### src/rtl/ahb_pkg.sv
// Shared AHB encodings and default-subordinate state constants
// for the single-manager decoder/mux fabric slice.
package ahb_pkg;

  typedef enum logic [1:0] {
    TR_IDLE   = 2'd0,
    TR_BUSY   = 2'd1,
    TR_NONSEQ = 2'd2,
    TR_SEQ    = 2'd3
  } trans_t;

  typedef enum logic [1:0] {
    RS_OKAY  = 2'd0,
    RS_ERROR = 2'd1
  } resp_t;

  typedef enum logic [1:0] {
    DS_IDLE = 2'd0,
    DS_ERR1 = 2'd1,
    DS_ERR2 = 2'd2
  } def_state_t;

  localparam logic [1:0] AHB_TRANS_IDLE   = 2'd0;
  localparam logic [1:0] AHB_TRANS_BUSY   = 2'd1;
  localparam logic [1:0] AHB_TRANS_NONSEQ = 2'd2;
  localparam logic [1:0] AHB_TRANS_SEQ    = 2'd3;

  localparam logic [1:0] AHB_RESP_OKAY  = 2'd0;
  localparam logic [1:0] AHB_RESP_ERROR = 2'd1;

  localparam logic [1:0] DEF_IDLE = 2'd0;
  localparam logic [1:0] DEF_ERR1 = 2'd1;
  localparam logic [1:0] DEF_ERR2 = 2'd2;

  function automatic logic ahb_active(input logic [1:0] tr);
    return (tr == AHB_TRANS_NONSEQ) || (tr == AHB_TRANS_SEQ);
  endfunction

endpackage

### src/rtl/ahb_default_sub.sv
// Built-in default subordinate: two-cycle ERROR response for
// active transfers that decode to no mapped region.
module ahb_default_sub
  import ahb_pkg::*;
(
  input  logic       clk,
  input  logic       nReset,
  input  logic       ready,
  input  logic       active,
  input  logic       hit,
  output logic       defReady,
  output logic [1:0] defResp
);

  logic [1:0] state_q, state_d;
  logic       take;

  assign take = ready & active & ~hit;

  always_comb begin
    state_d = state_q;
    unique case (state_q)
      DEF_IDLE: state_d = take ? DEF_ERR1 : DEF_IDLE;
      DEF_ERR1: state_d = DEF_ERR2;
      DEF_ERR2: state_d = take ? DEF_ERR1 : DEF_IDLE;
      default:  state_d = DEF_IDLE;
    endcase
  end

  always_ff @(posedge clk) begin
    if (!nReset) state_q <= DEF_IDLE;
    else         state_q <= state_d;
  end

  assign defReady = (state_q != DEF_ERR1);
  assign defResp  = (state_q == DEF_IDLE) ? AHB_RESP_OKAY
                                          : AHB_RESP_ERROR;

endmodule

### src/rtl/ahb_sub_mux.sv
// Single-manager AHB decoder and response mux for NumSubs subordinates.
// Optional AHB_SECURE_CHECK_EN blocks non-secure access to secure regions.
module ahb_sub_mux
  import ahb_pkg::*;
#(
  parameter int DataWidth = 32,
  parameter int AddrWidth = 32,
  parameter int NumSubs   = 4,
  parameter logic [NumSubs*AddrWidth-1:0] BaseAddr = '0,
  parameter logic [NumSubs*AddrWidth-1:0] AddrMask = '0
`ifdef AHB_SECURE_CHECK_EN
  ,
  parameter logic [NumSubs-1:0] SecureRegion = '0
`endif
) (
  input  logic                           clk,
  input  logic                           nReset,
  input  logic [AddrWidth-1:0]           addr,
  input  logic [1:0]                     trans,
  input  logic                           nonSec,
  output logic [NumSubs-1:0]             sel,
  output logic                           ready,
  input  logic [NumSubs-1:0]             subReadyOut,
  input  logic [2*NumSubs-1:0]           subResp,
  input  logic [DataWidth*NumSubs-1:0]   subRData,
  input  logic [NumSubs-1:0]             subExOkay,
  output logic [1:0]                     resp,
  output logic [DataWidth-1:0]           rData,
  output logic                           exOkay
);

  logic               active;
  logic [NumSubs-1:0] hit_raw;
  logic [NumSubs-1:0] sel_pri;
  logic [NumSubs:0]   dsel_q, dsel_d;
  logic               def_ready;
  logic [1:0]         def_resp;

  assign active = ahb_active(trans);

  always_comb begin
    hit_raw = '0;
    for (int i = 0; i < NumSubs; i++) begin
      hit_raw[i] =
        ((addr & AddrMask[i*AddrWidth +: AddrWidth])
          == BaseAddr[i*AddrWidth +: AddrWidth]);
    end
  end

  // Walk downward so the lowest hitting index is the last written.
  always_comb begin
    sel_pri = '0;
    for (int i = NumSubs - 1; i >= 0; i--) begin
      if (hit_raw[i]) begin
        sel_pri    = '0;
        sel_pri[i] = 1'b1;
      end
    end
  end

`ifdef AHB_SECURE_CHECK_EN
  logic blocked;
  assign blocked = active & nonSec & (|(sel_pri & SecureRegion));
  assign sel     = blocked ? '0 : sel_pri;
`else
  logic unused_nonsec;
  assign unused_nonsec = nonSec;
  assign sel           = sel_pri;
`endif

  assign dsel_d = ready ? {~(|sel), sel} : dsel_q;

  always_ff @(posedge clk) begin
    if (!nReset) dsel_q <= {1'b1, {NumSubs{1'b0}}};
    else         dsel_q <= dsel_d;
  end

  ahb_default_sub u_def (
    .clk      (clk),
    .nReset   (nReset),
    .ready    (ready),
    .active   (active),
    .hit      (|sel),
    .defReady (def_ready),
    .defResp  (def_resp)
  );

  always_comb begin
    ready  = dsel_q[NumSubs] & def_ready;
    resp   = dsel_q[NumSubs] ? def_resp : AHB_RESP_OKAY;
    rData  = '0;
    exOkay = 1'b0;
    for (int i = 0; i < NumSubs; i++) begin
      if (dsel_q[i]) begin
        ready  = ready | subReadyOut[i];
        resp   = resp | subResp[2*i +: 2];
        rData  = rData | subRData[i*DataWidth +: DataWidth];
        exOkay = exOkay | subExOkay[i];
      end
    end
  end

endmodule
### config.mk
export PLATFORM = sky130hd
export DESIGN_NAME = ahb_sub_mux
export DESIGN_NICKNAME = d
export VERILOG_FILES = /design/src/rtl/ahb_pkg.sv /design/src/rtl/ahb_default_sub.sv /design/src/rtl/ahb_sub_mux.sv
export SDC_FILE = /design/constraint.sdc
export NUM_CORES = 1
export LEC_CHECK = 0
export ABC_CLOCK_PERIOD_IN_PS = 2400
export BUFFER_PORTS_ARGS = -buffer_cell sky130_fd_sc_hd__buf_2
export CAP_MARGIN = 10
export CORE_AREA = 5 5 82 84
export DETAILED_ROUTE_END_ITERATION = 16
export DIE_AREA = 0 0 87 89
export PLACE_DENSITY = 0.54
export SLEW_MARGIN = 0
export SYNTH_ARGS = -nofsm -noshare
export SYNTH_HDL_FRONTEND = slang
export SYNTH_SLANG_ARGS = --single-unit
### constraint.sdc
create_clock -name clk -period 2.4 [get_ports clk]
set_input_delay 0.12 -clock clk [delete_from_list [all_inputs] [get_ports clk]]
set_output_delay 0.12 -clock clk [all_outputs]
set_load 0.1 [all_outputs]
==> flow_summary.ini, run 1 <==
[layout]
drive_gt1_share_pct = 76.9
diodes = 0
stdcell_area_um2 = 821
instances_no_fill = 196
final_nets = 304
final_util_pct = 14.0
reg.largest.list = dsel_q: 2 flops
syn_to_final_growth_pct = 134
largest_reg_flops = 2
largest_register = dsel_q

[sta]
tightest_slew_ns = 0.522
fin_ws_ns = 0.845
slew_headroom_pct = 65.5
final_max_slew_viol_count = 0
fin_crit_ns = 1.55
hold_violations = 0
setup_viol = 0
finalCritPeriodShare_pct = 64.8
skew_ns = 0.00328
rsz0062_at_grt = no
fmax_mhz = 643
tns_ns = 0
whs_ns = 0.0849

[route]
vias = 544
wirelength_um = 1660
drtIter0Drc = 3
routedWlPerCell_um = 8.46
via_per_inst = 2.78
route.detailed.drc = 0
ant_nets = 0
firstDrtPassIters = 2

[clocking]
cts_max_level = 1
tritoncts = yes
cts_post_setup_buffers_inserted = 0
hold_buffers = 0
numCtsBuffers = 3
clockRootBuffer = clkbuf_8
cts-resized-gates = 0
clk_path_buf_depth = 2
clk_latency_ns = 0.21
path_clk_slew_ns = 0.03
cts.sinks = 2

[place]
dpl-instance-area_um2 = 779
dp_worst_setup_slack_ns = 1.01
post-dp-hpwl_um = 1450
dp_cells = 193
gp_congestion = 0.594
numPortBuffers = 73

[critical_path]
worstPathRequired_ns = 2.28
worstReg2RegEnd = dsel_q[0]
cp-end-kind = primary output
crit_type = flop to primary output
startpoint = dsel_q[0]
reg2reg_from = dsel_q[0]
arrival_ns = 1.43
startpoint_type = flop
rr_worst_depth = 1
endpoint = resp[0]
cp_max_fo = 35
r2r_slack_ns = 1.82

[floorplanning]
core_um2 = 5850
rows = 28
ioPinCount = 221
die-area_um2 = 7740
start_util_pct = 5.99
die_w_um = 87
die_height_um = 89

[synth]
ys_ff_latch = 2
ys.flop_type = dfxtp_1
syn_avg_cell_area_um2 = 7.15
synth-edff-count = 0
synth_top_area_share_pct = 35.7
post-synth-top-count-cell = and2_1
seq_area_frac_synth_pct = 11.4
synth_common_cells = and2_1, and2_2, buf_4
synth_area_leaders = and2_1, and2_2, dfxtp_1
async_flop_share_pct = 0
synth_area_um2 = 350
syn_inst = 49
yosys.area.top_type = and2_1
synth_cell_types = 9
ys_warn_count = 0

[power]
p_per_area_nw_per_um2 = 639
clockPowerShare_pct = 25.0
sequentialPowerShare_pct = 7.0
power_mw = 0.524
swShare_pct = 61.3
power_switching_mw = 0.322
p_int_mw = 0.203
ir_drop_v = 0.000344
pwr-share-comb_pct = 68.0
leakage_nw = 0.504

[grt]
antenna_found_initial = 0
grt_pass1_wl_um = 2220
grt_max_degree = 36
grt_pass1_vias = 494
track_usage_pct = 3.62
grt_overflow = 0

[job]
cap_violations = 0

[worst_hold_path]
worstHoldPathType = input pin to flop

[outcome]
status = finished, final reports clean
-- layer usage --
metal | global-route usage [%] | vias to the layer above | part of all wire, %
met1 | 3.49 | 227 | 34
met4 | 1.27 | 0 | 0
met2 | 6.90 | 37 | 51
met3 | 1.47 | 0 | 15
li1 | - | 280 | -
met5 | 0 | - | 0
-- cells in the final DEF, fill, tap and decap left out --
cell type | synthesis | layout
a21o_2 | 1 | 1
o21a_1 | 1 | 1
and2_1 | 20 | 20
clkbuf_8 | 0 | 3
buf_2 | 0 | 73
conb_1 | 2 | 4
buf_4 | 4 | 1
inv_1 | 1 | 1
and2_2 | 15 | 15
dfxtp_1 | 2 | 2
-- area by class of cell --
type,count,area (um^2)
clock buffers,3,41.3
fillers,693,5030
inverters,1,3.75
multi-input cells,41,269
flip-flops and latches,2,40.0
well taps,75,93.8
repair buffers,74,373
-- power groups by stage --
stage	Combinational [mW]	Sequential (mW)	Clock (mW)
floorplan	0.303	0.0380	0
global placement	0.357	0.0375	0
detailed placement	0.360	0.0374	0
CTS	0.360	0.0370	0.135
global route	0.370	0.0373	0.140
finish	0.356	0.0369	0.131
-- logic make-up (layout without fill, tap and decap cells) --
| logic type | count (synthesis) | after routing | share of synthesized area, % |
|---|---|---|---|
| simple gates | 35 | 35 | 67.9 |
| buf+inv | 8 | 78 | 13.9 |
| other cells | 2 | 4 | 2.14 |
| compound gates | 2 | 2 | 4.64 |
| flops | 2 | 2 | 11.4 |
-- worst max-delay path, cell delays in order (launching register included) --
cell,delay (ns)
dfxtp_1,0.33
buf_4,0.26
and2_2,0.18
buf_2,0.44
-- how the worst min path moves through the flow --
stage / from / to / slack (ns) / cells after the start
after floorplan: nReset / dsel_q[4] / 0.18 / 1
after global placement: nReset / dsel_q[4] / 0.29 / 2
after detailed placement: nReset / dsel_q[4] / 0.30 / 2
after CTS: nReset / dsel_q[4] / 0.08 / 2
after global routing: nReset / dsel_q[4] / 0.09 / 2
final: nReset / dsel_q[4] / 0.08 / 2
Note: power is estimated with default switching activity, not from simulation.
==> inputs of run 2 (changes only) <==
ABC_AREA = 1   (was not set)
ABC_CLOCK_PERIOD_IN_PS = 1550   (was 2400)
PLACE_DENSITY = 0.55   (was 0.54)
clock period = 1.55 ns   (was 2.4 ns; I/O delays follow)
==> flow_summary.ini, run 2 <==
[sta]
final_max_slew_viol_count = 0
rsz0062_at_grt = no
skew_ns = 0.00192
tns_ns = 0
hold_violations = 0
whs_ns = 0.0250
fmax_mhz = 794
setup_viol = 0
fin_crit_ns = 1.26
finalCritPeriodShare_pct = 81.3

[place]
gp_congestion = 0.633
dp_cells = 230
numPortBuffers = 73
post-dp-hpwl_um = 1820

[layout]
diodes = 0
regArea_um2 = 40.0
final_util_pct = 23.9
syn_to_final_growth_pct = 250
drive_gt1_share_pct = 49.4
final_cell_mix = buf_2, buf_12, inv_1, nand2_1, conb_1
largest_register = dsel_q
reg.largest.list = dsel_q: 2 flops
largest_reg_flops = 2
n_fill_cell = 623
final_nets = 341
multi_input_area_um2 = 164
instances_no_fill = 233

[synth]
syn_inst = 87
synth_compound_area_share_pct = 0
post-synth-top-count-cell = inv_1
async_flop_share_pct = 0
synth_area_leaders = inv_1, nand2_1, dfxtp_1
synth_common_cells = inv_1, nand2_1, buf_4
ys.flop_type = dfxtp_1
ys_ff_latch = 2
synth.area.mux_share_pct = 0
ys_warn_count = 0
seq_area_frac_synth_pct = 10.0
synth_area_um2 = 400
synth_top_area_share_pct = 33.8
synth-simple-area-share_pct = 36.6
syn_avg_cell_area_um2 = 4.60
yosys.area.top_type = inv_1
synth_cell_types = 7
synth_top_family_by_area = buffers and inverters
synth_xor_area_share_pct = 0
synthAdderAreaFrac_pct = 0
synth-edff-count = 0

[power]
power_switching_mw = 0.561
sequentialPowerShare_pct = 5.7
pwr-share-comb_pct = 73.9
clockPowerShare_pct = 20.4
ir_drop_v = 0.000642
power_mw = 1.03
swShare_pct = 54.7
leakage_nw = 0.884
p_per_area_nw_per_um2 = 733
p_int_mw = 0.464

[floorplanning]
start_util_pct = 6.84
core_um2 = 5850
die-area_um2 = 7740
ioPinCount = 221
die_height_um = 89
rows = 28
die_w_um = 87

[job]
cap_violations = 0

[grt]
antenna_found_initial = 0
grt_pass1_vias = 604
top_usage_layer = met2
grt_max_degree = 34
grt_overflow = 0
use_met3_pct = 1.66
met1_usage_pct = 4.58
track_usage_pct = 4.88
use_met2_pct = 9.11
grt_pass1_wl_um = 2870

[route]
wirelength_um = 2020
drtIter0Drc = 4
firstDrtPassIters = 2
ant_nets = 0
route.detailed.drc = 0
via_per_inst = 2.82
routedWlPerCell_um = 8.65
vias = 658

[clocking]
cts_max_level = 1
clk_latency_ns = 0.21
numCtsBuffers = 3
tritoncts = yes
cts.sinks = 2
cts_post_setup_buffers_inserted = 0
clk_path_buf_depth = 2
cts-resized-gates = 0
clockRootBuffer = clkbuf_8
hold_buffers = 0
path_clk_slew_ns = 0.03

[critical_path]
path_buf_inv = 3
arrival_ns = 1.18
critPathMostFrequentCell = buf_12
worstPathRequired_ns = 1.47
critPathSlowestCell = dfxtp_1
startpoint_type = flop
crit_type = flop to primary output
crit_family = buffers and inverters
cp_max_fo = 33
cp_slowest_stage_delay_ns = 0.41
cp-end-kind = primary output
crit_chain = buf_12 > nand2_1 > inv_1 > buf_12

[worst_hold_path]
worstHoldPathType = input pin to flop

[outcome]
status = finished, final reports clean
run 2: cell count changes after synthesis, sizes merged, moves of 3 or more:
cell,before,now
buf,4,8
nor2,0,4
inv,1,36
nand2,0,35
clkbuf,3,0
and2,35,0
run 2: final timing paths:
kind	from	end	slack (ns)	depth (start not counted)
min reg2reg	dsel_q[4]	dsel_q[0]	0.49	2
max reg2reg	dsel_q[0]	dsel_q[0]	0.87	2
min	nReset	dsel_q[4]	0.03	2
max	dsel_q[0]	resp[0]	0.29	4
run 2: metal layers:
metal,wire (um),up-vias
li1,-,354
met1,646,264
met2,1080,36
met3,253,4
met4,37,0
met5,0,-
run 2: kinds of logic (layout without fill, tap and decap cells):
logic type | Yosys count | count (layout)
flip-flops | 2 | 2
other | 2 | 4
buffers and inverters | 44 | 113
AND/OR/NAND/NOR | 39 | 39
run 2: stage by stage:
stage | worst slack [ns] | cell area (um^2)
4_1_cts | 0.254 | 1400
3_5_place_dp | 0.485 | 1360
2_1_floorplan | 0.195 | 410
6_report | 0.290 | 1400
5_1_grt | 0.171 | 1400
3_3_place_gp | 0.504 | 1360
run 2: area by class of cell:
cell class	instances	area share, %
well taps	75	6.70
flip-flops and latches	2	2.86
multi-input cells	43	11.7
clock buffers	3	2.95
inverters	36	9.65
repair buffers	74	66.1
run 2: power groups by stage:
stage,Clock (mW),Sequential (mW),Combinational (mW)
floorplan,0,0.0567,0.487
global placement,0,0.0592,0.761
detailed placement,0,0.0594,0.765
CTS,0.218,0.0588,0.766
global route,0.230,0.0591,0.785
finish,0.209,0.0586,0.758
==> inputs of run 3 (changes only) <==
ABC_AREA = 0   (was 1)
ABC_CLOCK_PERIOD_IN_PS = 1130   (was 1550)
CORE_AREA = 5 5 81 83   (was 5 5 82 84)
DIE_AREA = 0 0 86 88   (was 0 0 87 89)
PLACE_DENSITY = 0.57   (was 0.55)
clock period = 1.13 ns   (was 1.55 ns; I/O delays follow)
==> flow_summary.ini, run 3 (synthesized netlist as in run 1, its figures left out) <==
[outcome]
status = complete, but fails checks
violations = setup timing

[place]
numPortBuffers = 73
dp_cells = 193
post-dp-hpwl_um = 1660
gp_congestion = 0.619
dpl-instance-area_um2 = 1360

[layout]
stdcell_area_um2 = 1470
largest_reg_flops = 2
final_cell_mix = buf_2, buf_12, and2_4, and2_2, conb_1
n_fill_cell = 609
diodes = 0
largest_register = dsel_q
instances_no_fill = 198
multi_input_area_um2 = 328
drive_gt1_share_pct = 94.3
reg.largest.list = dsel_q: 2 flops
final_nets = 306
syn_to_final_growth_pct = 320
regArea_um2 = 43.8

[power]
ir_drop_v = 0.000728
swShare_pct = 51.5
pwr-share-comb_pct = 74.9
clockPowerShare_pct = 19.4
p_int_mw = 0.700
p_per_area_nw_per_um2 = 982
power_mw = 1.45
power_switching_mw = 0.745
leakage_nw = 0.691
sequentialPowerShare_pct = 5.7

[clocking]
cts_max_level = 1
clk_latency_ns = 0.21
tritoncts = yes
path_clk_slew_ns = 0.03
clk_path_buf_depth = 2
cts.sinks = 2
clockRootBuffer = clkbuf_8
hold_buffers = 0
numCtsBuffers = 3

[sta]
finalCritPeriodShare_pct = 101
fin_crit_ns = 1.14
rsz0062_at_grt = yes
fin_ws_ns = -0.00957
skew_ns = 0.000230
fmax_mhz = 878
final_max_slew_viol_count = 0
whs_ns = 0.0131
setup_viol = 13
hold_violations = 0

[critical_path]
cp_max_fo = 18
startpoint = dsel_q[0]
critPathMostFrequentCell = buf_12
reg2reg_from = dsel_q[0]
arrival_ns = 1.08
crit_chain = buf_12 > and2_2 > buf_12
r2r_slack_ns = 0.36
critPathSlowestCell = dfxtp_4
cp_slowest_stage_delay_ns = 0.38
crit_type = flop to primary output
startpoint_type = flop
cp-end-kind = primary output
worstPathRequired_ns = 1.07

[floorplanning]
rows = 28
core_um2 = 5780
die-area_um2 = 7570
die_height_um = 88
start_util_pct = 6.06
ioPinCount = 221
die_w_um = 86

[worst_hold_path]
worstHoldPathType = input pin to flop
hold_start = nReset

[route]
wirelength_um = 2060
vias = 589
route.detailed.drc = 0
ant_nets = 0
firstDrtPassIters = 2
drtIter0Drc = 4
via_per_inst = 2.97
routedWlPerCell_um = 10.4

[grt]
track_usage_pct = 5.12
grt_max_degree = 19
grt_overflow = 0
grt_pass1_vias = 623
antenna_found_initial = 0
grt_pass1_wl_um = 2990

[job]
cap_violations = 0
## run 3: changes by cell type in the layout (fill, tap and decap cells not counted)
| cell | change |
|---|---|
| dfxtp_1 | -1 |
| nor2_2 | -1 |
| buf_4 | +1 |
| a21o_4 | +1 |
| buf_16 | +1 |
| inv_1 | -35 |
| nand2_1 | -35 |
| and2_2 | +13 |
| o21a_1 | +1 |
| nor2_1 | -3 |
| dfxtp_4 | +1 |
| and2_4 | +22 |
## run 3: worst paths after layout
kind,cells past startpoint,end
max,3,rData[25]
max reg2reg,2,dsel_q[0]
min reg2reg,1,dsel_q[0]
min,2,dsel_q[4]
## run 3: worst max-delay path: cells and delay by family, from the launching register on
kind | cells | cell delay (ns)
AND/OR/NAND/NOR | 1 | 0.17
buffers and inverters | 2 | 0.32
flip-flops | 1 | 0.38
## run 3: area by class of cell
cell class | instances | area share (%)
Timing Repair Buffer | 76 | 65.3
Clock buffer | 3 | 2.81
Sequential cell | 2 | 2.98
Multi-Input combinational cell | 41 | 22.3
Tap cell | 75 | 6.38
Inverter | 1 | 0.255
## run 3: timing repair
action | in CTS | in global routing
setup endpoints to repair | 35 | 36
buffers inserted | 1 | 0
resized for setup | 24 | 2
cloned | 1 | 0
## run 3: layer usage
| layer | share of wire [%] | global-route usage [%] | vias to the layer above | wire length (um) |
|---|---|---|---|---|
| met1 | 32 | 4.94 | 266 | 666 |
| met4 | 0 | 2.16 | 0 | 0 |
| met3 | 13 | 2.07 | 0 | 258 |
| li1 | - | - | 285 | - |
| met2 | 55 | 9.60 | 38 | 1130 |
| met5 | 0 | 0 | - | 0 |
## run 3: power by group through the flow
stage	clock network [mW]	logic (mW)	registers (mW)
after floorplan	0	0.653	0.0806
after global placement	0	1.03	0.0805
after detailed placement	0	1.04	0.0810
after CTS	0.294	1.09	0.0833
after global routing	0.304	1.11	0.0840
final	0.280	1.08	0.0827
## run 3: through the flow
step / setup slack (ns) / TNS [ns] / utilization [%]
global placement: 0.139 / 0 / 23.5
floorplan: 0.0259 / 0 / -
detailed placement: 0.116 / 0 / 23.5
CTS: -0.0399 / -0.929 / 25.4
global route: -0.0702 / -1.80 / 25.5
finish: -0.00957 / -0.0948 / 25.5
